==> src/rtl/elevator_pkg.sv <==
// Shared types and constants for the SCAN elevator controller.
package elevator_pkg;

  typedef enum logic [1:0] {
    ST_IDLE = 2'd0,
    ST_MOVE = 2'd1,
    ST_DOOR = 2'd2
  } state_e;

  localparam logic DIR_UP   = 1'b1;
  localparam logic DIR_DOWN = 1'b0;

  function automatic int max_int(input int a, input int b);
    return (a > b) ? a : b;
  endfunction

endpackage

==> src/rtl/elev_dwell_timer.sv <==
// Loadable down-counter with zero flag; times both floor travel and door dwell.
module elev_dwell_timer #(
  parameter int W = 3
) (
  input  logic         clk,
  input  logic         reset,
  input  logic         load,
  input  logic         dec,
  input  logic [W-1:0] load_val,
  output logic         zero
);

  logic [W-1:0] cnt_q, cnt_d;

  always_comb begin
    cnt_d = cnt_q;
    if (load)                     cnt_d = load_val;
    else if (dec && cnt_q != '0)  cnt_d = cnt_q - W'(1);
  end

  always_ff @(posedge clk) begin
    if (reset) cnt_q <= '0;
    else       cnt_q <= cnt_d;
  end

  assign zero = (cnt_q == '0);

endmodule

==> src/rtl/elevator_scan_scheduler.sv <==
// Elevator car controller: latches floor calls and serves them in SCAN order
// with timed floor-to-floor travel and door dwell.
module elevator_scan_scheduler
  import elevator_pkg::*;
#(
  parameter  int NUM_FLOORS = 4,
  parameter  int TRAVEL_CYC = 4,
  parameter  int DOOR_CYC   = 3,
  localparam int FLOOR_W    = $clog2(NUM_FLOORS)
) (
  input  logic                  clk,
  input  logic                  reset,
  input  logic [NUM_FLOORS-1:0] call_req,
  output logic [FLOOR_W-1:0]    current_floor,
  output logic                  direction,
  output logic                  moving,
  output logic                  door,
  output logic [NUM_FLOORS-1:0] pending,
  output logic                  busy
);

  localparam int TMR_W = $clog2(max_int(TRAVEL_CYC, DOOR_CYC) + 1);

  state_e                state_q, state_d;
  logic                  dir_q, dir_d;
  logic [FLOOR_W-1:0]    floor_q, floor_d;
  logic [NUM_FLOORS-1:0] pending_q, pending_d;
  logic [NUM_FLOORS-1:0] above, below, ahead, behind, floor_onehot, clr_mask;
  logic                  tmr_load, tmr_dec, tmr_zero;
  logic [TMR_W-1:0]      tmr_val;

  always_comb begin
    above = '0;
    below = '0;
    for (int f = 0; f < NUM_FLOORS; f++) begin
      if (FLOOR_W'(f) > floor_q) above[f] = pending_q[f];
      if (FLOOR_W'(f) < floor_q) below[f] = pending_q[f];
    end
    ahead        = (dir_q == DIR_UP) ? above : below;
    behind       = (dir_q == DIR_UP) ? below : above;
    floor_onehot = NUM_FLOORS'(1) << floor_q;
  end

  always_comb begin
    state_d  = state_q;
    dir_d    = dir_q;
    floor_d  = floor_q;
    tmr_load = 1'b0;
    tmr_dec  = 1'b0;
    tmr_val  = '0;
    clr_mask = '0;
    unique case (state_q)
      ST_IDLE: begin
        if (pending_q[floor_q]) begin
          state_d  = ST_DOOR;
          tmr_load = 1'b1;
          tmr_val  = TMR_W'(DOOR_CYC - 1);
          clr_mask = floor_onehot;
        end else if (|ahead) begin
          state_d  = ST_MOVE;
          tmr_load = 1'b1;
          tmr_val  = TMR_W'(TRAVEL_CYC - 1);
        end else if (|behind) begin
          state_d  = ST_MOVE;
          dir_d    = ~dir_q;
          tmr_load = 1'b1;
          tmr_val  = TMR_W'(TRAVEL_CYC - 1);
        end
      end
      ST_MOVE: begin
        if (tmr_zero) begin
          state_d = ST_IDLE;
          // Clamp guards the rails even though a target always lies ahead.
          if (dir_q == DIR_UP) begin
            if (floor_q != FLOOR_W'(NUM_FLOORS - 1)) floor_d = floor_q + FLOOR_W'(1);
          end else begin
            if (floor_q != '0) floor_d = floor_q - FLOOR_W'(1);
          end
        end else begin
          tmr_dec = 1'b1;
        end
      end
      ST_DOOR: begin
        clr_mask = floor_onehot;
        if (call_req[floor_q]) begin
          tmr_load = 1'b1;
          tmr_val  = TMR_W'(DOOR_CYC - 1);
        end else if (tmr_zero) begin
          state_d = ST_IDLE;
        end else begin
          tmr_dec = 1'b1;
        end
      end
      default: state_d = ST_IDLE;
    endcase
    pending_d = (pending_q | call_req) & ~clr_mask;
  end

  always_ff @(posedge clk) begin
    if (reset) begin
      state_q   <= ST_IDLE;
      dir_q     <= DIR_UP;
      floor_q   <= '0;
      pending_q <= '0;
    end else begin
      state_q   <= state_d;
      dir_q     <= dir_d;
      floor_q   <= floor_d;
      pending_q <= pending_d;
    end
  end

  elev_dwell_timer #(.W(TMR_W)) u_timer (
    .clk      (clk),
    .reset    (reset),
    .load     (tmr_load),
    .dec      (tmr_dec),
    .load_val (tmr_val),
    .zero     (tmr_zero)
  );

  assign current_floor = floor_q;
  assign direction     = dir_q;
  assign moving        = (state_q == ST_MOVE);
  assign door          = (state_q == ST_DOOR);
  assign pending       = pending_q;
  assign busy          = (state_q != ST_IDLE) || (|pending_q);

endmodule

==> config.mk <==
export PLATFORM = sky130hd
export DESIGN_NAME = elevator_scan_scheduler
export DESIGN_NICKNAME = d
export VERILOG_FILES = /design/src/rtl/elevator_pkg.sv /design/src/rtl/elev_dwell_timer.sv /design/src/rtl/elevator_scan_scheduler.sv
export SDC_FILE = /design/constraint.sdc
export NUM_CORES = 1
export LEC_CHECK = 0
export CORE_UTILIZATION = 53
export CTS_CLUSTER_DIAMETER = 120
export DETAILED_ROUTE_END_ITERATION = 12
export PLACE_DENSITY = 0.77
export SYNTH_ARGS = -nofsm -noshare
export SYNTH_HDL_FRONTEND = slang
export SYNTH_HIERARCHICAL = 1
export SYNTH_SLANG_ARGS = --single-unit
==> constraint.sdc <==
create_clock -name clk -period 3.9 [get_ports clk]
set_input_delay 0.78 -clock clk [delete_from_list [all_inputs] [get_ports clk]]
set_output_delay 0.78 -clock clk [all_outputs]
set_load 0.05 [all_outputs]
==> impl_metrics.tcl, run 1 <==
set metrics [dict create \
    status "completed" \
    crit_family "buffers and inverters" \
    period_needed_ns 3.251 \
    synth_edf_count 0 \
    slowest_stage "clkdlybuf4s50_1" \
    finalNonFillerCells 128 \
    cp_data_arrival_time_ns 2.47 \
    die_area_um2 1824 \
    cts-resized-gates 0 \
    seqCellArea_um2 240.2 \
    fp.coreArea_um2 1524 \
    clockRootBuffer "clkbuf_4" \
    ir_worst_vdd_mv 0.3184 \
    yosys.area.top_type_share 0.2735 \
    worstHoldPathType "reg2reg" \
    vias 740 \
    multi_input_area_um2 584.3 \
    hold_viol 0 \
    wl_per_cell_um 14.65 \
    synth_nets 112 \
    wirelength_um 1875 \
    power_density_nw_per_um2 681.0 \
    numCtsBuffers 3 \
    timing.max_cap.violations 0 \
    cp-start-kind "flop" \
    max_clock_freq_ghz 0.3076 \
    dp_cells 125 \
    n_fill_cell 121 \
    grt_pass1_wl_um 3318 \
    netlist_instances 95 \
    ys_ff_latch 12 \
    fin_util 0.6970 \
    cts_buffer_depth 2 \
    grt_start_max_net_pins 16 \
    grt_use_met2 0.3515 \
    ys_types 34 \
    first_iter_violations 19 \
    num_rows 14 \
    clk_pin_slew_ns 0.07 \
    cts.sinks 12 \
    synthFlopType "dfxtp_1" \
    initial_core_util 0.5764 \
    grt_pass1_vias 742 \
    synth_area_per_cell_um2 9.246 \
    async_flop_share 0 \
    overflow 0 \
    drc 0 \
    slew_headroom 0.4523 \
    firstDrtPassIters 4 \
    antenna_found_initial 0 \
    setup_viol 0 \
    critPathRequiredTime_ns 3.12 \
    ys_top_cells_by_area "dfxtp_1, ha_1, inv_1, mux4_2, nor2_1" \
    path_common_cell "inv_1" \
    slowest_delay_ns 0.72 \
    cts_tree "done" \
    diodes 0 \
    chipWidth_um 42.71 \
    finalCritPeriodShare 0.8335 \
    crit_path_cell_trace "inv_1, ha_1, inv_1, or4b_2, clkdlybuf4s50_1" \
    synth_top_area_cell "dfxtp_1" \
    gr-usage-met3 0.02979 \
    use_met1 0.3396 \
    crit_buf_inv 3 \
    vias_per_cell 5.781 \
    rsz0062_at_grt "false" \
    power.leakage_nw 0.4239 \
    place_congestion 0.8742 \
    clock_latency_ns 0.28 \
    htreeDepth 1 \
    cts_hold_buffers 0 \
    worstSetupEndpointType "output pin" \
    hpwl_um 1415 \
    clock_skew_ns 0.009163 \
    postCtsSetupRepairBufs 0 \
    drive_gt1_frac 0.1339 \
    maxSlewViolCount 0 \
    final_net_count 131 \
    synth_commonest_cells "dfxtp_1, inv_1, ha_1, nor2_1, nand2_1" \
    crit_fanout 4 \
    ant_nets 0 \
    critical_path_class "reg2out" \
    tns_ns 0 \
    tightest_slew_ns 0.8129 \
    port_buffers 15 \
    pin_count 16 \
    die_h_um 42.71 \
    area_growth_pct 20.94 \
    yosysWarnings 6 \
    busiest_layer "met2" \
    ys_seq_area_frac 0.2735 \
    grt_use_total 0.2418 \
    netlist_area_um2 878.3 \
]
## path summary, 6_finish.rpt
check	from	to	slack (ns)	depth (start not counted)
min reg2reg	u_timer/cnt_q[2]$_SDFFE_PP0P_	u_timer/cnt_q[2]$_SDFFE_PP0P_	0.54	2
min	u_timer/cnt_q[2]$_SDFFE_PP0P_	u_timer/cnt_q[2]$_SDFFE_PP0P_	0.54	2
max reg2reg	current_floor[0]$_SDFFE_PP0P_	u_timer/cnt_q[2]$_SDFFE_PP0P_	1.29	7
max	state_q[0]$_SDFFE_PP0P_	busy	0.65	5
## final cells by class
cell class,count,area share
Multi-Input combinational cell,70,0.5501
Sequential cell,12,0.2261
Timing Repair Buffer,15,0.1413
Inverter,12,0.04240
Clock buffer,3,0.02120
Tap cell,16,0.01885
## worst reg2reg max path: cells and delay by family, from the launching register on
family	cells	cell delay [ns]
buffers and inverters	1	0.15
and+or+nand+nor	2	0.32
AOI/OAI and AO/OA	3	1.18
DFF	1	0.54
adders and majority gates	1	0.27
## placed cells by master (no fill, tap or decap), drive strengths merged
cell / n
o31ai: 1
nand3b: 2
a31oi: 2
nand2: 7
nor4b: 1
inv: 12
nand2b: 2
a21oi: 2
clkdlybuf4s50: 15
and3: 1
or4b: 1
o21a: 2
o31a: 1
o221ai: 1
a221oi: 1
dfxtp: 12
nor3: 2
and2: 1
or3: 2
clkbuf: 3
xnor2: 3
nor3b: 1
a2111oi: 1
mux2i: 2
nor2: 11
and2b: 1
o21ai: 2
ha: 11
a221o: 1
nand4b: 1
a211oi: 4
conb: 1
mux4: 2
## report_power, final
group	leakage, nW	total (mW)	switching (mW)	internal, mW
clock network	0.0138	0.0793	0.0435	0.0358
registers	0.0991	0.187	0.0334	0.154
logic	0.311	0.457	0.270	0.187
total	0.424	0.723	0.347	0.376
## cells by family (layout without fill, tap and decap cells)
kind of cell             after synthesis  after routing  share of synthesized area
adder cells (fa/ha/maj)               11             11                     0.1567
other                                  1              1                   0.004269
buffers and inverters                 13             30                    0.06125
AO/OA/AOI/OAI                         18             18                     0.1780
flip-flops                            12             12                     0.2735
AND/OR/NAND/NOR                       33             33                     0.2222
multiplexers                           4              4                    0.07407
XOR/XNOR                               3              3                    0.02992
## layer usage
layer,wire length (um),part of all wire
met5,0,0
met4,42,0.022
met3,58,0.031
met2,886,0.47
met1,887,0.47
## state kept, by name (all words and copies together), names as in the netlist
signal,flops
pending,4
u_timer/cnt_q,3
current_floor,2
state_q,2
direction,1
## through the flow
stage / instance area, um2 / hold slack, ns / power [mW] / setup WS [ns]
after CTS: 1062 / 0.5338 / 0.7228 / 0.6590
after floorplan: 878.3 / 0.4715 / 0.5341 / 1.278
after detailed placement: 1040 / 0.5209 / 0.6435 / 0.9685
after global routing: 1062 / 0.5546 / 0.7783 / 0.5714
final: 1062 / 0.5350 / 0.7234 / 0.6492
after global placement: 1040 / 0.4940 / 0.6327 / 1.029
Note: power is estimated with default switching activity, not from simulation.
==> inputs of run 2 (changes only) <==
--- a/config.mk
+++ b/config.mk
@@ -5,10 +5,10 @@
 export SDC_FILE = /design/constraint.sdc
 export NUM_CORES = 1
 export LEC_CHECK = 0
-export CORE_UTILIZATION = 53
+export CORE_UTILIZATION = 46
 export CTS_CLUSTER_DIAMETER = 120
 export DETAILED_ROUTE_END_ITERATION = 12
-export PLACE_DENSITY = 0.77
+export PLACE_DENSITY = 0.7
 export SYNTH_ARGS = -nofsm -noshare
 export SYNTH_HDL_FRONTEND = slang
 export SYNTH_HIERARCHICAL = 1
==> constraint.sdc (replaced) <==
create_clock -name clk -period 2.9 [get_ports clk]
set_input_delay 0.58 -clock clk [delete_from_list [all_inputs] [get_ports clk]]
set_output_delay 0.58 -clock clk [all_outputs]
set_load 0.05 [all_outputs]
==> impl_metrics.tcl, run 2 (synthesis gave the netlist of run 1 again) <==
set metrics [dict create \
    status "completed" \
    initial_core_util 0.4979 \
    ir_worst_vdd_mv 0.4238 \
    chipWidth_um 45.70 \
    worstHoldPathCells 2 \
    grt_pass1_vias 749 \
    cts_buffer_depth 2 \
    grt_start_max_net_pins 12 \
    postCtsSetupRepairBufs 0 \
    drc 0 \
    worstSetupEndpointType "output pin" \
    cp-start-kind "flop" \
    switching_share 0.4783 \
    reg2reg_depth 8 \
    holdWs_ns 0.5169 \
    vias 772 \
    crit_fanout 4 \
    area_growth_pct 25.50 \
    clk_pin_slew_ns 0.08 \
    hold_viol 0 \
    largest_register_ffs 4 \
    clock_latency_ns 0.28 \
    clockRootBuffer "clkbuf_4" \
    finalCritPeriodShare 0.9515 \
    slowest_stage "or4b_2" \
    place_congestion 0.8819 \
    final_cell_mix "clkdlybuf4s50_1, inv_1, dfxtp_1, nor2_1, ha_1" \
    slowest_delay_ns 0.64 \
    wl_per_cell_um 13.94 \
    final_net_count 135 \
    n_fill_cell 157 \
    firstDrtPassIters 4 \
    tns_ns 0 \
    fp.coreArea_um2 1764 \
    rsz0062_at_grt "false" \
    die_area_um2 2088 \
    pin_count 16 \
    wirelength_um 1966 \
    power_frac_seq 0.243 \
    grt_use_total 0.2244 \
    hpwl_um 1566 \
    worstHoldPathType "reg2reg" \
    power.leakage_nw 0.4439 \
    max_clock_freq_ghz 0.3624 \
    numCtsBuffers 3 \
    cts.sinks 12 \
    final_common_cell "clkdlybuf4s50_1" \
    timing.max_cap.violations 0 \
    power.internal_mw 0.5176 \
    ant_nets 0 \
    period_needed_ns 2.759 \
    power_density_nw_per_um2 900.0 \
    p_total_mw 0.9920 \
    crit_path_cell_trace "inv_1, ha_1, inv_1, or4b_2, dlygate4sd2_1" \
    num_rows 15 \
    power.share.clock 0.106 \
    cts_tree "done" \
    overflow 0 \
    drive_gt1_frac 0.1638 \
    tightest_slew_ns 0.7674 \
    critical_path_class "reg2out" \
    grt_pass1_wl_um 3277 \
    first_iter_violations 27 \
    maxSlewViolCount 0 \
    slew_headroom 0.4830 \
    cp_data_arrival_time_ns 2.18 \
    critPathRequiredTime_ns 2.32 \
    port_buffers 15 \
    die_h_um 45.70 \
    setup_viol 0 \
    power_switching_mw 0.4745 \
    htreeDepth 1 \
    clock_skew_ns 0.01129 \
    p_comb_frac 0.650 \
    vias_per_cell 5.475 \
    antenna_found_initial 0 \
    path_common_cell "inv_1" \
    diodes 0 \
]
run 2: per-layer routing:
| metal | routed length (um) | vias to the layer above | track usage |
|---|---|---|---|
| met3 | 91 | 4 | 0.07540 |
| met1 | 873 | 360 | 0.2850 |
| met4 | 25 | 0 | 0.1176 |
| li1 | - | 378 | - |
| met5 | 0 | - | 0 |
| met2 | 975 | 30 | 0.3343 |
run 2: path summary, 6_finish.rpt:
| check | start | to | slack, ns |
|---|---|---|---|
| max | state_q[0]$_SDFFE_PP0P_ | busy | 0.14 |
| min | u_timer/cnt_q[1]$_SDFFE_PP0P_ | u_timer/cnt_q[1]$_SDFFE_PP0P_ | 0.52 |
| max reg2reg | current_floor[0]$_SDFFE_PP0P_ | u_timer/cnt_q[2]$_SDFFE_PP0P_ | 0.50 |
| min reg2reg | u_timer/cnt_q[1]$_SDFFE_PP0P_ | u_timer/cnt_q[1]$_SDFFE_PP0P_ | 0.52 |
run 2: critical path: cells and delay by family, from the launching register on:
family        cells  cell delay (ns)
buf+inv           3             0.67
simple gates      1             0.64
flops             1             0.32
fa+ha+maj         1             0.27
run 2: layout make-up:
class / instances / area (um2) / share of cell area
Clock buffer: 3 / 22.52 / 0.02043
Tap cell: 25 / 31.28 / 0.02838
Multi-Input combinational cell: 70 / 584.3 / 0.5301
Sequential cell: 12 / 240.2 / 0.2179
Inverter: 12 / 45.04 / 0.04086
Timing Repair Buffer: 19 / 178.9 / 0.1623
run 2: power by group through the flow:
stage                     Clock (mW)  Sequential (mW)  Combinational [mW]
after global placement             0            0.243               0.624
after global routing           0.118            0.248               0.694
final                          0.106            0.241               0.645
after floorplan                    0            0.300               0.418
after detailed placement           0            0.245               0.644
after CTS                      0.108            0.241               0.642
run 2: timing repair:
action,4_1_cts,5_1_grt
endpoints found under the setup margin,1,0
hold buffers,0,0
resized for setup,1,0
endpoints found under the hold margin,0,0
run 2: through the flow:
| step | utilization | instances | cell area [um2] | setup slack, ns |
|---|---|---|---|---|
| after CTS | 0.6248 | 141 | 1102 | 0.1455 |
| final | 0.6248 | 141 | 1102 | 0.1407 |
| after global routing | 0.6248 | 141 | 1102 | 0.07556 |
| after global placement | 0.6128 | 138 | 1081 | 0.2384 |
| after floorplan | - | 95 | 878.3 | 0.2779 |
| after detailed placement | 0.6128 | 138 | 1081 | 0.1736 |
